--- src/rtl/game_ctrl_collision_if.sv ---
// ---------------------------------------------------------------------------
// game_ctrl_collision_if
//
// Purpose : groups the game-controller signals exchanged between the game
//           controller and its surroundings (button, dino/obstacle geometry,
//           game status outputs) into one bundle.
//
// Signals :
//   start_btn        start/restart button, level, debounced
//   dino_h/dino_v    dino upper-left corner (x, y)
//   obstacle_h/v     obstacle upper-right corner (x, y)
//   obstacle_width   obstacle width in pixels
//   obstacle_height  obstacle height in pixels
//   game_state       00 IDLE, 01 RUN, 10 OVER
//   game_over        high while in OVER
//   play_rst         one-cycle restart pulse for obstacle/dino blocks
//   collision        registered raw overlap flag
//   score            current score, binary
//   hi_score         best score since reset (only with HIGH_SCORE_EN)
//
// Modports:
//   master : surrounding logic / testbench (drives geometry and button)
//   slave  : game_ctrl_collision
//
// Build option: HIGH_SCORE_EN adds the hi_score signal.
// ---------------------------------------------------------------------------
interface game_ctrl_collision_if;

    logic        start_btn;
    logic [9:0]  dino_h;
    logic [9:0]  dino_v;
    logic [9:0]  obstacle_h;
    logic [9:0]  obstacle_v;
    logic [7:0]  obstacle_width;
    logic [7:0]  obstacle_height;
    logic [1:0]  game_state;
    logic        game_over;
    logic        play_rst;
    logic        collision;
    logic [13:0] score;
`ifdef HIGH_SCORE_EN
    logic [13:0] hi_score;
`endif

`ifdef HIGH_SCORE_EN
    modport master (
        output start_btn, dino_h, dino_v, obstacle_h, obstacle_v,
               obstacle_width, obstacle_height,
        input  game_state, game_over, play_rst, collision, score, hi_score
    );

    modport slave (
        input  start_btn, dino_h, dino_v, obstacle_h, obstacle_v,
               obstacle_width, obstacle_height,
        output game_state, game_over, play_rst, collision, score, hi_score
    );
`else
    modport master (
        output start_btn, dino_h, dino_v, obstacle_h, obstacle_v,
               obstacle_width, obstacle_height,
        input  game_state, game_over, play_rst, collision, score
    );

    modport slave (
        input  start_btn, dino_h, dino_v, obstacle_h, obstacle_v,
               obstacle_width, obstacle_height,
        output game_state, game_over, play_rst, collision, score
    );
`endif

endinterface : game_ctrl_collision_if

--- src/rtl/game_ctrl_collision.sv ---
// ---------------------------------------------------------------------------
// game_ctrl_collision
//
// Purpose : top-level game controller. Every frame (one clk cycle) it checks
//           the dino bounding box against the obstacle bounding box, runs the
//           IDLE/RUN/OVER game state machine, keeps a saturating score and
//           issues a one-cycle restart pulse to the obstacle and dino blocks.
//
// Ports   :
//   clk   in   game/frame clock
//   rst   in   synchronous active-high reset
//   bus   slave modport of game_ctrl_collision_if
//           in : start_btn, dino_h, dino_v, obstacle_h, obstacle_v,
//                obstacle_width, obstacle_height
//           out: game_state, game_over, play_rst, collision, score
//                (+ hi_score with HIGH_SCORE_EN)
//
// Build option: define HIGH_SCORE_EN to keep the best score of all games
//               since reset on hi_score.
// ---------------------------------------------------------------------------
module game_ctrl_collision #(
    parameter int unsigned DINO_WIDTH   = 40,
    parameter int unsigned DINO_HEIGHT  = 43,
    parameter int unsigned SCORE_DIV    = 6,
    parameter int unsigned SCORE_MAX    = 9999,
    parameter int unsigned GRACE_FRAMES = 30
) (
    input  logic                 clk,
    input  logic                 rst,
    game_ctrl_collision_if.slave bus
);

    localparam int unsigned DIV_W   = (SCORE_DIV > 1) ? $clog2(SCORE_DIV) : 1;
    localparam int unsigned GRACE_W = (GRACE_FRAMES > 0) ? $clog2(GRACE_FRAMES + 1) : 1;

    localparam logic [DIV_W-1:0]   DIV_LAST  = DIV_W'(SCORE_DIV - 1);
    localparam logic [GRACE_W-1:0] GRACE_END = GRACE_W'(GRACE_FRAMES);
    localparam logic [13:0]        SCORE_SAT = 14'(SCORE_MAX);
    localparam logic [10:0]        DINO_W11  = 11'(DINO_WIDTH);
    localparam logic [10:0]        DINO_H11  = 11'(DINO_HEIGHT);

    typedef enum logic [1:0] {
        ST_IDLE = 2'b00,
        ST_RUN  = 2'b01,
        ST_OVER = 2'b10
    } state_t;

    // ------------------------------------------------------------------
    // Registers
    // ------------------------------------------------------------------
    state_t               r_state;
    logic                 r_start_q;
    logic                 r_collision;
    logic                 r_play_rst;
    logic                 r_game_over;
    logic [13:0]          r_score;
    logic [DIV_W-1:0]     r_div;
    logic [GRACE_W-1:0]   r_grace;
`ifdef HIGH_SCORE_EN
    logic [13:0]          r_hi_score;
`endif

    // ------------------------------------------------------------------
    // Combinational signals
    // ------------------------------------------------------------------
    state_t               w_state_nxt;
    logic                 w_start_rise;
    logic                 w_start_game;
    logic                 w_hit;
    logic                 w_run_tick;
    logic                 w_grace_done;

    logic [10:0]          w_dino_left;
    logic [10:0]          w_dino_right;
    logic [10:0]          w_dino_top;
    logic [10:0]          w_dino_bot;
    logic [10:0]          w_obs_left;
    logic [10:0]          w_obs_right;
    logic [10:0]          w_obs_top;
    logic [10:0]          w_obs_bot;
    logic                 w_obs_empty;
    logic                 w_x_ovl;
    logic                 w_y_ovl;
    logic                 w_overlap;

    assign w_start_rise = bus.start_btn & ~r_start_q;
    assign w_grace_done = (r_grace >= GRACE_END);

    // Bounding-box overlap test. All spans are half-open [lo, hi) in 11 bits
    // so that x+width never wraps; the obstacle is anchored at its right edge.
    always_comb begin
        w_dino_left  = {1'b0, bus.dino_h};
        w_dino_right = {1'b0, bus.dino_h} + DINO_W11;
        w_dino_top   = {1'b0, bus.dino_v};
        w_dino_bot   = {1'b0, bus.dino_v} + DINO_H11;
        w_obs_right  = {1'b0, bus.obstacle_h};
        w_obs_top    = {1'b0, bus.obstacle_v};
        w_obs_bot    = {1'b0, bus.obstacle_v} + {3'b000, bus.obstacle_height};
        w_obs_left   = 11'd0;
        w_obs_empty  = 1'b0;
        w_x_ovl      = 1'b0;
        w_y_ovl      = 1'b0;
        w_overlap    = 1'b0;

        // Obstacle partly scrolled off the left edge clamps to column 0.
        if ({1'b0, bus.obstacle_h} >= {3'b000, bus.obstacle_width}) begin
            w_obs_left = {1'b0, bus.obstacle_h} - {3'b000, bus.obstacle_width};
        end else begin
            w_obs_left = 11'd0;
        end

        if ((bus.obstacle_h == 10'd0) || (bus.obstacle_width == 8'd0)) begin
            w_obs_empty = 1'b1;
        end else begin
            w_obs_empty = 1'b0;
        end

        // Strict comparisons: boxes that only share an edge do not collide.
        w_x_ovl   = (w_dino_left < w_obs_right) && (w_obs_left < w_dino_right);
        w_y_ovl   = (w_dino_top < w_obs_bot) && (w_obs_top < w_dino_bot);
        w_overlap = w_x_ovl && w_y_ovl && !w_obs_empty;
    end

    // Next-state and per-frame control decode for the game FSM.
    always_comb begin
        w_state_nxt  = r_state;
        w_start_game = 1'b0;
        w_hit        = 1'b0;
        w_run_tick   = 1'b0;
        case (r_state)
            ST_IDLE: begin
                if (w_start_rise) begin
                    w_state_nxt  = ST_RUN;
                    w_start_game = 1'b1;
                end else begin
                    w_state_nxt  = ST_IDLE;
                end
            end
            ST_RUN: begin
                // A live hit ends the game and pre-empts this frame's score tick.
                if (r_collision && w_grace_done) begin
                    w_state_nxt = ST_OVER;
                    w_hit       = 1'b1;
                end else begin
                    w_state_nxt = ST_RUN;
                    w_run_tick  = 1'b1;
                end
            end
            ST_OVER: begin
                if (w_start_rise) begin
                    w_state_nxt  = ST_RUN;
                    w_start_game = 1'b1;
                end else begin
                    w_state_nxt  = ST_OVER;
                end
            end
            default: begin
                w_state_nxt = ST_IDLE;
            end
        endcase
    end

    // Game state register.
    always_ff @(posedge clk) begin
        if (rst) begin
            r_state <= ST_IDLE;
        end else begin
            r_state <= w_state_nxt;
        end
    end

    // Button edge register and raw collision flag, updated every frame.
    always_ff @(posedge clk) begin
        if (rst) begin
            r_start_q   <= 1'b0;
            r_collision <= 1'b0;
        end else begin
            r_start_q   <= bus.start_btn;
            r_collision <= w_overlap;
        end
    end

    // Registered status outputs: restart pulse and game-over flag.
    always_ff @(posedge clk) begin
        if (rst) begin
            r_play_rst  <= 1'b0;
            r_game_over <= 1'b0;
        end else begin
            r_play_rst  <= w_start_game;
            r_game_over <= (w_state_nxt == ST_OVER);
        end
    end

    // Grace counter, score divider and saturating score.
    always_ff @(posedge clk) begin
        if (rst) begin
            r_grace <= '0;
            r_div   <= '0;
            r_score <= 14'd0;
        end else if (w_start_game) begin
            r_grace <= '0;
            r_div   <= '0;
            r_score <= 14'd0;
        end else if (w_run_tick) begin
            if (r_grace < GRACE_END) begin
                r_grace <= r_grace + GRACE_W'(1);
            end else begin
                r_grace <= r_grace;
            end

            if (r_div == DIV_LAST) begin
                r_div <= '0;
                if (r_score < SCORE_SAT) begin
                    r_score <= r_score + 14'd1;
                end else begin
                    r_score <= r_score;
                end
            end else begin
                r_div   <= r_div + DIV_W'(1);
                r_score <= r_score;
            end
        end else begin
            r_grace <= r_grace;
            r_div   <= r_div;
            r_score <= r_score;
        end
    end

`ifdef HIGH_SCORE_EN
    // Best score since reset; r_score is already frozen on the OVER entry edge.
    always_ff @(posedge clk) begin
        if (rst) begin
            r_hi_score <= 14'd0;
        end else if (w_hit && (r_score > r_hi_score)) begin
            r_hi_score <= r_score;
        end else begin
            r_hi_score <= r_hi_score;
        end
    end

    assign bus.hi_score = r_hi_score;
`endif

    assign bus.game_state = r_state;
    assign bus.game_over  = r_game_over;
    assign bus.play_rst   = r_play_rst;
    assign bus.collision  = r_collision;
    assign bus.score      = r_score;

endmodule : game_ctrl_collision
--- src/flat_wrapper.sv ---
// flat-port wrapper written by rule: the top's interface ports become plain ports
module game_ctrl_collision_flat 
#(
    parameter int unsigned DINO_WIDTH   = 40,
    parameter int unsigned DINO_HEIGHT  = 43,
    parameter int unsigned SCORE_DIV    = 6,
    parameter int unsigned SCORE_MAX    = 9999,
    parameter int unsigned GRACE_FRAMES = 30
)
  (clk, rst, bus_start_btn, bus_dino_h, bus_dino_v, bus_obstacle_h, bus_obstacle_v, bus_obstacle_width, bus_obstacle_height, bus_game_state, bus_game_over, bus_play_rst, bus_collision, bus_score);
  game_ctrl_collision_if bus_i ();
  input  logic clk;
  input  logic rst;
  input wire logic [$bits(bus_i.start_btn)-1:0] bus_start_btn;
  input wire logic [$bits(bus_i.dino_h)-1:0] bus_dino_h;
  input wire logic [$bits(bus_i.dino_v)-1:0] bus_dino_v;
  input wire logic [$bits(bus_i.obstacle_h)-1:0] bus_obstacle_h;
  input wire logic [$bits(bus_i.obstacle_v)-1:0] bus_obstacle_v;
  input wire logic [$bits(bus_i.obstacle_width)-1:0] bus_obstacle_width;
  input wire logic [$bits(bus_i.obstacle_height)-1:0] bus_obstacle_height;
  output wire logic [$bits(bus_i.game_state)-1:0] bus_game_state;
  output wire logic [$bits(bus_i.game_over)-1:0] bus_game_over;
  output wire logic [$bits(bus_i.play_rst)-1:0] bus_play_rst;
  output wire logic [$bits(bus_i.collision)-1:0] bus_collision;
  output wire logic [$bits(bus_i.score)-1:0] bus_score;
  assign bus_i.start_btn = bus_start_btn;
  assign bus_i.dino_h = bus_dino_h;
  assign bus_i.dino_v = bus_dino_v;
  assign bus_i.obstacle_h = bus_obstacle_h;
  assign bus_i.obstacle_v = bus_obstacle_v;
  assign bus_i.obstacle_width = bus_obstacle_width;
  assign bus_i.obstacle_height = bus_obstacle_height;
  assign bus_game_state = bus_i.game_state;
  assign bus_game_over = bus_i.game_over;
  assign bus_play_rst = bus_i.play_rst;
  assign bus_collision = bus_i.collision;
  assign bus_score = bus_i.score;
  game_ctrl_collision #(.DINO_WIDTH(DINO_WIDTH), .DINO_HEIGHT(DINO_HEIGHT), .SCORE_DIV(SCORE_DIV), .SCORE_MAX(SCORE_MAX), .GRACE_FRAMES(GRACE_FRAMES)) u_core (.clk(clk), .rst(rst), .bus(bus_i));
endmodule
--- config.mk ---
export PLATFORM = sky130hd
export DESIGN_NAME = game_ctrl_collision_flat
export DESIGN_NICKNAME = d
export VERILOG_FILES = /design/src/rtl/game_ctrl_collision_if.sv /design/src/rtl/game_ctrl_collision.sv /design/src/flat_wrapper.sv
export SDC_FILE = /design/constraint.sdc
export NUM_CORES = 1
export LEC_CHECK = 0
export BUFFER_PORTS_ARGS = -buffer_cell sky130_fd_sc_hd__buf_2
export CAP_MARGIN = 25
export CORE_ASPECT_RATIO = 1.25
export CORE_UTILIZATION = 59
export DETAILED_ROUTE_END_ITERATION = 16
export GPL_TIMING_DRIVEN = 0
export PLACE_DENSITY_LB_ADDON = 0.05
export SLEW_MARGIN = 20
export SYNTH_ARGS = -nofsm -noshare
export SYNTH_HDL_FRONTEND = slang
export SYNTH_SLANG_ARGS = --single-unit
export TNS_END_PERCENT = 30
--- constraint.sdc ---
create_clock -name clk -period 4.9 [get_ports clk]
set_input_delay 0.49 -clock clk [delete_from_list [all_inputs] [get_ports clk]]
set_output_delay 0.49 -clock clk [all_outputs]
set_load 0.1 [all_outputs]
# Word level (Yosys, flattened, before mapping)
# Cells that the tools add are included.
[classes]
magnitude_cmp = 8
n_eq_ne = 4
mux = 11
bitwise_logic = 2
addsub = 7
n_reduce_logical = 14
[ops]
columns = ["operator", "count"]
rows = [
  ["$add A10 B6 Y11 const B", 2],
  ["$lt A10 B11 Y1", 2],
  ["$add A14 B1 Y14 const B", 1],
  ["$lt A14 B14 Y1 const B", 1],
  ["$add A10 B8 Y11", 1],
  ["$lt A11 B11 Y1", 1],
  ["$mux W11", 1],
  ["$sub A10 B8 Y11", 1],
  ["$ge A10 B8 Y1", 1],
  ["$logic_not A10 Y1", 1],
  ["$lt A10 B10 Y1", 1],
  ["$logic_not A8 Y1", 1],
  ["$mux W1", 6],
  ["$pmux W2 S3", 1],
  ["$add A5 B1 Y5 const B", 1],
  ["$ge A5 B5 Y1 const B", 1],
  ["$logic_and A1 B1 Y1", 5],
  ["$lt A5 B5 Y1 const B", 1],
  ["$eq A2 B2 Y1 const B", 2],
  ["$mux W2", 2],
  ["$reduce_or A2 Y1", 2],
  ["$add A3 B1 Y3 const B", 1],
  ["$eq A3 B3 Y1 const B", 1],
  ["$mux W3", 1],
  ["8 further kinds", 8],
]
[word_totals]
output_inout_bits = 19
inputBits = 59
reg_bits = 28
wordCells = 54

# Longest topological paths before layout
# Gate-level depths: netlist of the first run.
[depth]
ltp_word = 6
ltp_mapped = 17
mapped_depth_nobuf = 17

# Worst setup path after synthesis of the first run
# Ideal clock, no wire load.
[synth_timing]
path_kind = "input port to flip-flop"
startpoint = "in bus_obstacle_h[0]"
endpoint = "reg u_core.r_collision, in the netlist u_core.bus.collision"
setup_time_ps = 125
path_slack_ps = 1574
arrival_ps = 3201
cell_stages = 16
n_path_buf = 0
cell_sequence = "inv_1 ha_1 inv_1 fa_1 a21o_1 a21oi_1 o21ai_0 o41ai_1 mux2_2 ha_1 nand4_1 nor2_1 nand3_1 o22a_1 o31ai_2 a211oi_2"
[synth_via]
elab_chain_len = 6
[synth_lines]
columns = ["element", "line", "text"]
rows = [
  ["start, declared", "flat_wrapper.sv:17", "input wire logic [$bits(bus_i.obstacle_h)-1:0] bus_obstacle_h;"],
  ["$sub A10 B8 Y11 / $ge A10 B8 Y1 (equally long branches)", "game_ctrl_collision.sv:107, game_ctrl_collision.sv:106", ""],
  ["$mux W11", "game_ctrl_collision.sv:106", "if ({1'b0, bus.obstacle_h} >= {3'b000, bus.obstacle_width}) begin"],
  ["$lt A11 B11 Y1", "game_ctrl_collision.sv:119", "w_x_ovl = (w_dino_left < w_obs_right) && (w_obs_left < w_dino_right);"],
  ["$logic_and A1 B1 Y1", "game_ctrl_collision.sv:119", ""],
  ["$logic_and A1 B1 Y1", "game_ctrl_collision.sv:121", "w_overlap = w_x_ovl && w_y_ovl && !w_obs_empty;"],
  ["$logic_and A1 B1 Y1 *", "game_ctrl_collision.sv:121", ""],
  ["end signal, assigned", "game_ctrl_collision.sv:179", "r_collision <= w_overlap;"],
  ["end, declared", "game_ctrl_collision.sv:53", "logic r_collision;"],
]
# Every way passes the cells marked *; elsewhere a longest branch is shown, timed or not.
# A chain may end at the register's enable or synchronous reset.

# Worst setup path after layout of the first run
# Same ends and word-level chain as after synthesis.

==> results of run 1 <==
[through the flow]
step	total power, mW	worst slack [ns]	std cells	instance area, µm²
after global placement	0.5386	0.9904	540	3667
after global routing	0.7192	0.9637	543	3709
after floorplan	0.4593	1.574	401	3204
after CTS	0.6688	1.254	543	3709
final	0.6669	1.177	543	3709
after detailed placement	0.5496	0.9721	540	3667
[critical path, cell delays in order]
cell and delay, ns:
buf_2 0.12, inv_1 0.05, ha_1 0.15, inv_1 0.06, fa_1 0.40, a21o_1 0.18, a21oi_1 0.24, o21ai_0 0.19
o41ai_1 0.39, mux2_2 0.39, ha_1 0.31, nand4_1 0.15, o311ai_0 0.47, nor2_1 0.08, o211ai_1 0.12, a211oi_2 0.06
[sequential cells by signal, summed over array words and instances (netlist names)]
signal,cells
u_core.bus.collision,1
u_core.bus.game_over,1
u_core.bus.game_state,2
u_core.bus.play_rst,1
u_core.bus.score,14
u_core.r_div,3
u_core.r_grace,5
u_core.r_start_q,1
[final cells by class]
class | instances | area (µm²) | area share (%)
Buffer | 4 | 26.28 | 0.7085
Multi-Input combinational cell | 334 | 2486 | 67.04
Inverter | 35 | 131.4 | 3.543
Tap cell | 62 | 77.57 | 2.092
Sequential cell | 28 | 560.5 | 15.11
Timing Repair Buffer | 77 | 385.4 | 10.39
Clock buffer | 3 | 41.29 | 1.113
[where the power goes]
group	switching [mW]	total [mW]	internal, mW	leakage [nW]
Sequential	0.00417	0.236	0.232	0.227
Clock	0.0639	0.119	0.0550	0.0216
Combinational	0.180	0.312	0.132	1.54
[layout by cell type, fill, tap and decap left out, types with 3 or more instances in the layout]
| cell type | instances |
|---|---|
| a211oi_1 | 6 |
| a21o_1 | 5 |
| a21oi_1 | 24 |
| and3_1 | 7 |
| and4_1 | 5 |
| buf_2 | 77 |
| clkbuf_8 | 3 |
| dfxtp_1 | 28 |
| ha_1 | 58 |
| inv_1 | 35 |
| nand2_1 | 23 |
| nand2b_1 | 5 |
| nand3_1 | 15 |
| nand3b_1 | 3 |
| nand4_1 | 13 |
| nor2_1 | 42 |
| nor2b_1 | 7 |
| nor3_1 | 6 |
| nor4_1 | 5 |
| o211ai_1 | 6 |
| o21ai_0 | 19 |
| or3_1 | 5 |
| xnor2_1 | 7 |
| xor2_1 | 33 |
[logic make-up (layout without fill, tap and decap cells)]
group	Yosys count	after routing	share of synthesized area [%]
xor+xnor	40	40	10.93
flops	28	28	17.49
fa+ha+maj	60	60	23.90
buf+inv	39	119	4.920
mux	1	1	0.3514
compound gates	86	86	18.00
simple gates	147	147	24.40
[cell usage after synthesis (all sizes together), types with 2 or more instances]
library cell,number
a211oi,7
a21boi,2
a21o,5
a21oi,24
a31oi,2
a41oi,2
and2,2
and2b,2
and3,7
and4,5
buf,2
clkbuf,2
dfxtp,28
fa,2
ha,58
inv,35
nand2,23
nand2b,5
nand3,15
nand3b,3
nand4,13
nand4b,2
nor2,42
nor2b,7
nor3,6
nor3b,2
nor4,6
o211ai,7
o21a,2
o21ai,21
o31ai,2
o41ai,2
or3,5
xnor2,7
xor2,33
[worst max-delay path by stage]
stage / start / endpoint / slack [ns] / cells past startpoint
floorplan: bus_obstacle_h[0] / u_core.bus.collision / 1.57 / 16
global placement: bus_obstacle_h[0] / u_core.bus.collision / 0.99 / 16
detailed placement: bus_obstacle_h[0] / u_core.bus.collision / 0.97 / 16
CTS: bus_obstacle_h[0] / u_core.bus.collision / 1.25 / 16
global route: bus_obstacle_h[0] / u_core.bus.collision / 0.96 / 16
finish: bus_obstacle_h[0] / u_core.bus.collision / 1.18 / 16
[layer usage]
layer | vias to the layer above | global-route usage, %
li1 | 1616 | -
met3 | 8 | 1.359
met4 | 0 | 7.386
met5 | - | 0
met1 | 1456 | 30.13
met2 | 67 | 48.69
==> flow_metrics.env, run 1 <==
export IMPL_r2r_start="u_core.r_grace[0]"
export IMPL_die_w_um=67.92
export IMPL_die_area_um2=5732
export IMPL_cts_buffers_inserted=3
export IMPL_layout_nets=602
export IMPL_first_pass_iters=4
export IMPL_clk_latency_ns=0.26
export IMPL_syn_num_nets=520
export IMPL_wl_met1_um=3191
export IMPL_grt_use_total_pct=25.89
export IMPL_hold_depth=2
export IMPL_ys_top_cells_by_area="ha_1, dfxtp_1, xor2_1"
export IMPL_timing_fmax_ghz=0.2686
export IMPL_io_buffers=77
export IMPL_hold_violations=0
export IMPL_die_h_um=84.40
export IMPL_fin_crit_sh_pct=75.98
export IMPL_netlist_cell_type_count=57
export IMPL_wl_per_cell_um=13.37
export IMPL_finalClockSkew_ns=0.001995
export IMPL_crit_type="input pin to register"
export IMPL_start_kind="input pin"
export IMPL_holdBufCountCts=0
export IMPL_drc_errors=0
export IMPL_synth_edf_count=0
export IMPL_whs_ns=0.4755
export IMPL_synth_ff_type="dfxtp_1"
export IMPL_hold_class="input pin to register"
export IMPL_cts_htree_levels=1
export IMPL_core_um2=5152
export IMPL_first_iter_violations=133
export IMPL_r2r_end="u_core.bus.score[4]"
export IMPL_cts_clk_slew_worst_paths_ns=0.09
export IMPL_grt_pass1_vias=2918
export IMPL_drt_total_wl_um=7262
export IMPL_setup_viol=0
export IMPL_grt_pass1_wl_um=11870
export IMPL_fin_crit_ns=3.723
export IMPL_cts_sinks=28
export IMPL_grt_max_degree=15
export IMPL_yosysSeqAreaShare_pct=17.49
export IMPL_irDropWorstVdd_uv=119.5
export IMPL_wl_met3_um=191
export IMPL_leakagePower_nw=1.792
export IMPL_syn2layout_area_growth_pct=15.74
export IMPL_ys_ff_latch=28
export IMPL_p_per_area_nw_per_um2=179.8
export IMPL_cts_repair_resize_count=0
export IMPL_whs_endpoint="u_core.r_start_q"
export IMPL_cap_violations=0
export IMPL_cts_tree="built"
export IMPL_initial_utilization_pct=62.19
export IMPL_via_count=3147
export IMPL_synth_top_area_share_pct=22.65
export IMPL_synth_avg_cell_area_um2=7.991
export IMPL_synth_largest_area_cell="ha_1"
export IMPL_drt_vias_per_instance=5.796
export IMPL_drv_slew=0
export IMPL_worstHoldStart="bus_start_btn"
export IMPL_status="completed"
export IMPL_drive_above_1_share_pct=18.92
export IMPL_antenna_found_initial=0
export IMPL_slew_headroom_pct=60.25
export IMPL_rsz0062_at_grt="no"
export IMPL_crit_path_end_kind="register"
export IMPL_required_ns=5.05
export IMPL_async_reset_ff_share_pct=0
export IMPL_synth_area_um2=3204
export IMPL_highest_layer="met4"
export IMPL_fin_util_pct=71.98
export IMPL_antennaDiodeCount=0
export IMPL_num_rows=29
export IMPL_tns_ns=0
export IMPL_worst_path_max_fanout=3
export IMPL_worst_slew_pin_slew_ns=0.5918
export IMPL_postRouteAntennaNets=0
export IMPL_crit_arrival_ns=3.87
export IMPL_synth_warnings=0
export IMPL_grt_overflow_total=0
export IMPL_r2r_setup_slack_ns=2.92
export IMPL_ios=78
export IMPL_post_cts_buffers=0
export IMPL_dp_hpwl_um=6136
export IMPL_cts_root_buf="clkbuf_8"
export IMPL_netlist_instances=401
export IMPL_fillers=425
export IMPL_cts_buffer_depth=2
export IMPL_reg2reg_depth=9
export IMPL_gp_congestion=0.9483
export IMPL_wl_met2_um=3800
Power figures use the tool's default switching activity.
==> inputs of run 2 (changes only) <==
--- a/config.mk
+++ b/config.mk
@@ -8,7 +8,7 @@
 export BUFFER_PORTS_ARGS = -buffer_cell sky130_fd_sc_hd__buf_2
 export CAP_MARGIN = 25
 export CORE_ASPECT_RATIO = 1.25
-export CORE_UTILIZATION = 59
+export CORE_UTILIZATION = 50
 export DETAILED_ROUTE_END_ITERATION = 16
 export GPL_TIMING_DRIVEN = 0
 export PLACE_DENSITY_LB_ADDON = 0.05
==> constraint.sdc (replaced) <==
create_clock -name clk -period 3 [get_ports clk]
set_input_delay 0.3 -clock clk [delete_from_list [all_inputs] [get_ports clk]]
set_output_delay 0.3 -clock clk [all_outputs]
set_load 0.1 [all_outputs]
==> flow_metrics.env, run 2 (synthesized netlist as in run 1, its figures left out) <==
export IMPL_status="finished with violations"
export IMPL_violations="setup timing"
export IMPL_postRouteAntennaNets=0
export IMPL_p_per_area_nw_per_um2=312.4
export IMPL_die_area_um2=6735
export IMPL_intPower_mw=0.7945
export IMPL_cts_htree_levels=1
export IMPL_die_w_um=73.60
export IMPL_slowest_stage="fa_2"
export IMPL_crit_chain="buf_8 -> inv_4 -> ha_4 -> inv_4 -> fa_2 -> a21o_1 -> a21oi_2 -> o21ai_2 -> o41ai_4 -> mux2_4 -> ha_4 -> nand4_1 -> nor2_1 -> nand3_1 -> o22a_1 -> o31ai_2 -> a211oi_2"
export IMPL_via_count=3185
export IMPL_ios=78
export IMPL_grt_max_degree=17
export IMPL_gp_congestion=0.8898
export IMPL_layout_commonest_cell="buf_2"
export IMPL_fillers=576
export IMPL_cts_buffers_inserted=3
export IMPL_clkPwrFrac_pct=24.4
export IMPL_crit_arrival_ns=3.18
export IMPL_fin_crit_ns=3.013
export IMPL_highest_layer="met4"
export IMPL_max_stage_delay_ns=0.35
export IMPL_layout_nets=608
export IMPL_fin_crit_sh_pct=100.4
export IMPL_p_sw_mw=0.4293
export IMPL_cap_violations=0
export IMPL_drt_total_wl_um=7458
export IMPL_io_buffers=77
export IMPL_drv_slew=0
export IMPL_antenna_found_initial=0
export IMPL_setup_ws_ns=-0.01291
export IMPL_cts_root_buf="clkbuf_8"
export IMPL_cts_buffer_depth=2
export IMPL_antennaDiodeCount=0
export IMPL_hold_violations=0
export IMPL_wl_met3_um=199
export IMPL_timing_fmax_ghz=0.3319
export IMPL_slew_headroom_pct=64.35
export IMPL_required_ns=3.17
export IMPL_syn2layout_area_growth_pct=22.26
export IMPL_die_h_um=91.51
export IMPL_crit_path_end_kind="register"
export IMPL_cts_clk_slew_worst_paths_ns=0.10
export IMPL_leakagePower_nw=1.859
export IMPL_fin_cells=573
export IMPL_grt_pass1_vias=2874
export IMPL_first_iter_violations=72
export IMPL_drc_errors=0
export IMPL_finalClockSkew_ns=0.003039
export IMPL_final_cell_mix="buf_2, ha_1, nor2_1"
export IMPL_dp_hpwl_um=6224
export IMPL_hold_class="input pin to register"
export IMPL_cts_tree="built"
export IMPL_p_comb_share_pct=44.0
export IMPL_p_sw_share_pct=35.08
export IMPL_setup_viol=1
export IMPL_first_pass_iters=4
export IMPL_drt_vias_per_instance=5.558
export IMPL_start_kind="input pin"
export IMPL_largest_reg_flops=14
export IMPL_clk_latency_ns=0.28
export IMPL_seqPwrFrac_pct=31.5
export IMPL_wl_met1_um=3266
export IMPL_grt_use_total_pct=22.91
export IMPL_irDropWorstVdd_uv=183.4
export IMPL_grt_pass1_wl_um=12500
export IMPL_rsz0062_at_grt="yes"
export IMPL_worst_path_max_fanout=3
export IMPL_pre_cts_slack_ns=-0.4964
export IMPL_num_rows=32
export IMPL_worst_slew_pin_slew_ns=0.5292
export IMPL_grt_overflow_total=0
export IMPL_crit_type="input pin to register"
export IMPL_core_um2=6166
export IMPL_dp_cells=563
export IMPL_initial_utilization_pct=51.97
export IMPL_wl_per_cell_um=13.02
export IMPL_holdBufCountCts=0
export IMPL_cts_sinks=28
export IMPL_wl_met2_um=3848
export IMPL_drive_above_1_share_pct=22.34
run 2: per-layer routing:
| layer | global-route usage [%] | vias up |
|---|---|---|
| met5 | 0 | - |
| met4 | 7.212 | 0 |
| met3 | 0.9989 | 15 |
| met2 | 42.13 | 72 |
| met1 | 27.70 | 1471 |
| li1 | - | 1627 |
run 2: cell type report:
class / instances / area (µm²) / share of cell area [%]
timing repair buffer: 83 / 452.9 / 11.56
inverter: 35 / 136.4 / 3.481
clock buffer: 3 / 41.29 / 1.054
buffer: 4 / 26.28 / 0.6707
multi-input combinational: 334 / 2564 / 65.44
sequential: 28 / 560.5 / 14.31
clock inverter: 1 / 30.03 / 0.7665
tap: 85 / 106.4 / 2.715
run 2: final timing paths:
path | startpoint | to | slack [ns] | cells past startpoint
max reg2reg | u_core.r_grace[0] | u_core.r_grace[3] | 0.98 | 8
min | bus_start_btn | u_core.r_start_q | 0.26 | 2
min reg2reg | u_core.r_div[2] | u_core.r_div[2] | 0.48 | 2
max | bus_obstacle_h[0] | u_core.bus.collision | -0.01 | 17
run 2: through the flow:
stage	util, %	total power, mW	TNS, ns	area [µm²]	hold WS, ns
finish	63.53	1.224	-0.01291	3918	0.2572
global route	63.53	1.312	-0.1419	3918	0.2723
CTS	63.25	1.226	0	3900	0.2555
detailed placement	60.23	0.9017	-0.4964	3714	0.4699
global placement	60.23	0.8857	-0.4766	3714	0.4650
floorplan	-	0.7549	0	3222	0.3691
run 2: worst max-delay path: cells and delay by family:
kind	cells	cell delay, ns
AOI/OAI and AO/OA	7	1.18
muxes	1	0.35
buffers and inverters	3	0.20
adders and majority gates	3	0.75
and+or+nand+nor	3	0.42
run 2: what timing repair did:
| action | 4_1_cts | 5_1_grt |
|---|---|---|
| gates cloned | 0 | 0 |
| endpoints found under the hold margin | 0 | 0 |
| setup buffers | 6 | 0 |
| gates resized for setup | 13 | 4 |
| setup endpoints to repair | 1 | 1 |
| pin swaps | 13 | 0 |
run 2: power groups by stage:
stage                     Clock, mW  Combinational, mW  Sequential, mW
after floorplan                   0              0.335           0.420
after global placement            0              0.491           0.395
after detailed placement          0              0.507           0.395
after CTS                     0.303              0.536           0.386
after global routing          0.313              0.612           0.387
final                         0.299              0.539           0.386
==> inputs of run 3 (changes only) <==
--- a/config.mk
+++ b/config.mk
@@ -12,6 +12,7 @@
 export DETAILED_ROUTE_END_ITERATION = 16
 export GPL_TIMING_DRIVEN = 0
 export PLACE_DENSITY_LB_ADDON = 0.05
+export SETUP_SLACK_MARGIN = 0.5
 export SLEW_MARGIN = 20
 export SYNTH_ARGS = -nofsm -noshare
 export SYNTH_HDL_FRONTEND = slang
==> flow_metrics.env, run 3 (synthesized netlist as in run 1, its figures left out) <==
export IMPL_syn2layout_area_growth_pct=24.25
export IMPL_hold_class="input pin to register"
export IMPL_required_ns=3.17
export IMPL_worst_slew_pin_slew_ns=0.4836
export IMPL_dp_hpwl_um=6207
export IMPL_ios=78
export IMPL_grt_use_met2_pct=40.21
export IMPL_cts_sinks=28
export IMPL_slew_headroom_pct=66.93
export IMPL_die_h_um=91.51
export IMPL_drc_errors=0
export IMPL_grt_pass1_vias=2948
export IMPL_core_um2=6166
export IMPL_worstHoldStart="bus_start_btn"
export IMPL_crit_path_start="bus_obstacle_width[6]"
export IMPL_via_count=3157
export IMPL_drt_total_wl_um=7642
export IMPL_grt_pass1_wl_um=12530
export IMPL_antenna_found_initial=0
export IMPL_whs_ns=0.2552
export IMPL_antennaDiodeCount=0
export IMPL_finalClockSkew_ns=0.002293
export IMPL_cts_htree_levels=1
export IMPL_irDropWorstVdd_uv=290.8
export IMPL_cap_violations=0
export IMPL_r2r_setup_slack_ns=1.02
export IMPL_cts_root_buf="clkbuf_8"
export IMPL_grt_overflow_total=0
export IMPL_status="completed"
export IMPL_fin_total_pwr_mw=1.245
export IMPL_fin_util_pct=64.57
export IMPL_wl_per_cell_um=13.27
export IMPL_fin_crit_ns=2.916
export IMPL_drive_above_1_share_pct=24.44
export IMPL_final_cell_mix="buf_2, ha_1, nor2_1"
export IMPL_clk_latency_ns=0.28
export IMPL_r2r_start="u_core.r_grace[0]"
export IMPL_die_area_um2=6735
export IMPL_num_rows=32
export IMPL_hold_violations=0
export IMPL_holdBufCountCts=0
export IMPL_initial_utilization_pct=51.97
export IMPL_drv_slew=0
export IMPL_io_buffers=77
export IMPL_leakagePower_nw=1.873
export IMPL_cts_clk_slew_worst_paths_ns=0.09
export IMPL_p_per_area_nw_per_um2=312.7
export IMPL_postRouteAntennaNets=0
export IMPL_start_kind="input pin"
export IMPL_grt_met1_usage_pct=28.72
export IMPL_gp_congestion=0.8985
export IMPL_grt_use_total_pct=23.02
export IMPL_grt_max_degree=17
export IMPL_tns_ns=0
export IMPL_cts_buffers_inserted=3
export IMPL_worst_path_max_fanout=6
export IMPL_crit_type="input pin to register"
export IMPL_drt_vias_per_instance=5.481
export IMPL_cts_tree="built"
export IMPL_setup_viol=0
export IMPL_first_pass_iters=4
export IMPL_first_iter_violations=76
export IMPL_layout_commonest_cell="buf_2"
export IMPL_rsz0062_at_grt="yes"
export IMPL_fin_crit_sh_pct=97.19
export IMPL_layout_nets=611
export IMPL_largest_reg_flops=14
export IMPL_die_w_um=73.60
export IMPL_fillers=592
export IMPL_timing_fmax_ghz=0.3430
export IMPL_met3_usage_pct=1.110
export IMPL_grt_busiest_layer="met2"
export IMPL_cts_buffer_depth=2
export IMPL_crit_arrival_ns=3.09
export IMPL_crit_path_end_kind="register"
==> run 3: cell types whose count changed in the layout (fill, tap and decap cells not counted), sizes merged <==
cell and delta:
buf +3
==> run 3: final cells by class <==
| cell class | instances | area (µm²) | area share [%] |
|---|---|---|---|
| Buffer | 4 | 26.28 | 0.6600 |
| Clock buffer | 3 | 41.29 | 1.037 |
| Clock inverter | 1 | 30.03 | 0.7542 |
| Inverter | 35 | 143.9 | 3.614 |
| Multi-Input combinational cell | 334 | 2601 | 65.34 |
| Sequential cell | 28 | 560.5 | 14.08 |
| Tap cell | 85 | 106.4 | 2.671 |
| Timing Repair Buffer | 86 | 471.7 | 11.85 |
==> run 3: what timing repair did <==
action | CTS | global route
setup buffers | 7 | 2
resized for setup | 7 | 11
pin swaps | 12 | 7
endpoints found under the setup margin | 1 | 1
==> run 3: worst max-delay path, stage by stage <==
cell	delay [ns]
buf_2	0.11
inv_1	0.06
ha_2	0.31
and3_4	0.19
a211o_1	0.33
nor4_4	0.27
buf_6	0.15
nor2_1	0.04
mux2_4	0.27
ha_4	0.27
nand4_1	0.14
nor2_1	0.16
nand3_2	0.09
o22a_1	0.22
o31ai_2	0.08
a211oi_2	0.09
==> run 3: stage by stage <==
step                cells  area [µm²]  setup slack, ns
floorplan             401        3263          0.04924
global placement      563        3755          -0.4445
detailed placement    563        3755          -0.4250
CTS                   574        3901          0.09488
global route          576        3981         -0.03094
finish                576        3981          0.08425
==> run 3: final timing paths <==
kind / to / cells past startpoint
worst max-delay path: u_core.bus.collision / 16
worst max register to register: u_core.bus.score[4] / 9
worst min-delay path: u_core.r_start_q / 2
worst min register to register: u_core.r_div[2] / 2
==> run 3: routing by layer <==
| layer | vias up | share of wire (%) | routed length (µm) |
|---|---|---|---|
| li1 | 1633 | - | - |
| met1 | 1429 | 45 | 3417 |
| met2 | 74 | 49 | 3759 |
| met3 | 21 | 2.9 | 224 |
| met4 | 0 | 3.1 | 240 |
| met5 | - | 0 | 0 |
==> run 3: power by group <==
part	leakage [nW]	total (mW)	internal, mW	switching (mW)
sequential	0.227	0.386	0.379	0.00663
clock	0.0357	0.299	0.179	0.120
combinational	1.61	0.560	0.249	0.311
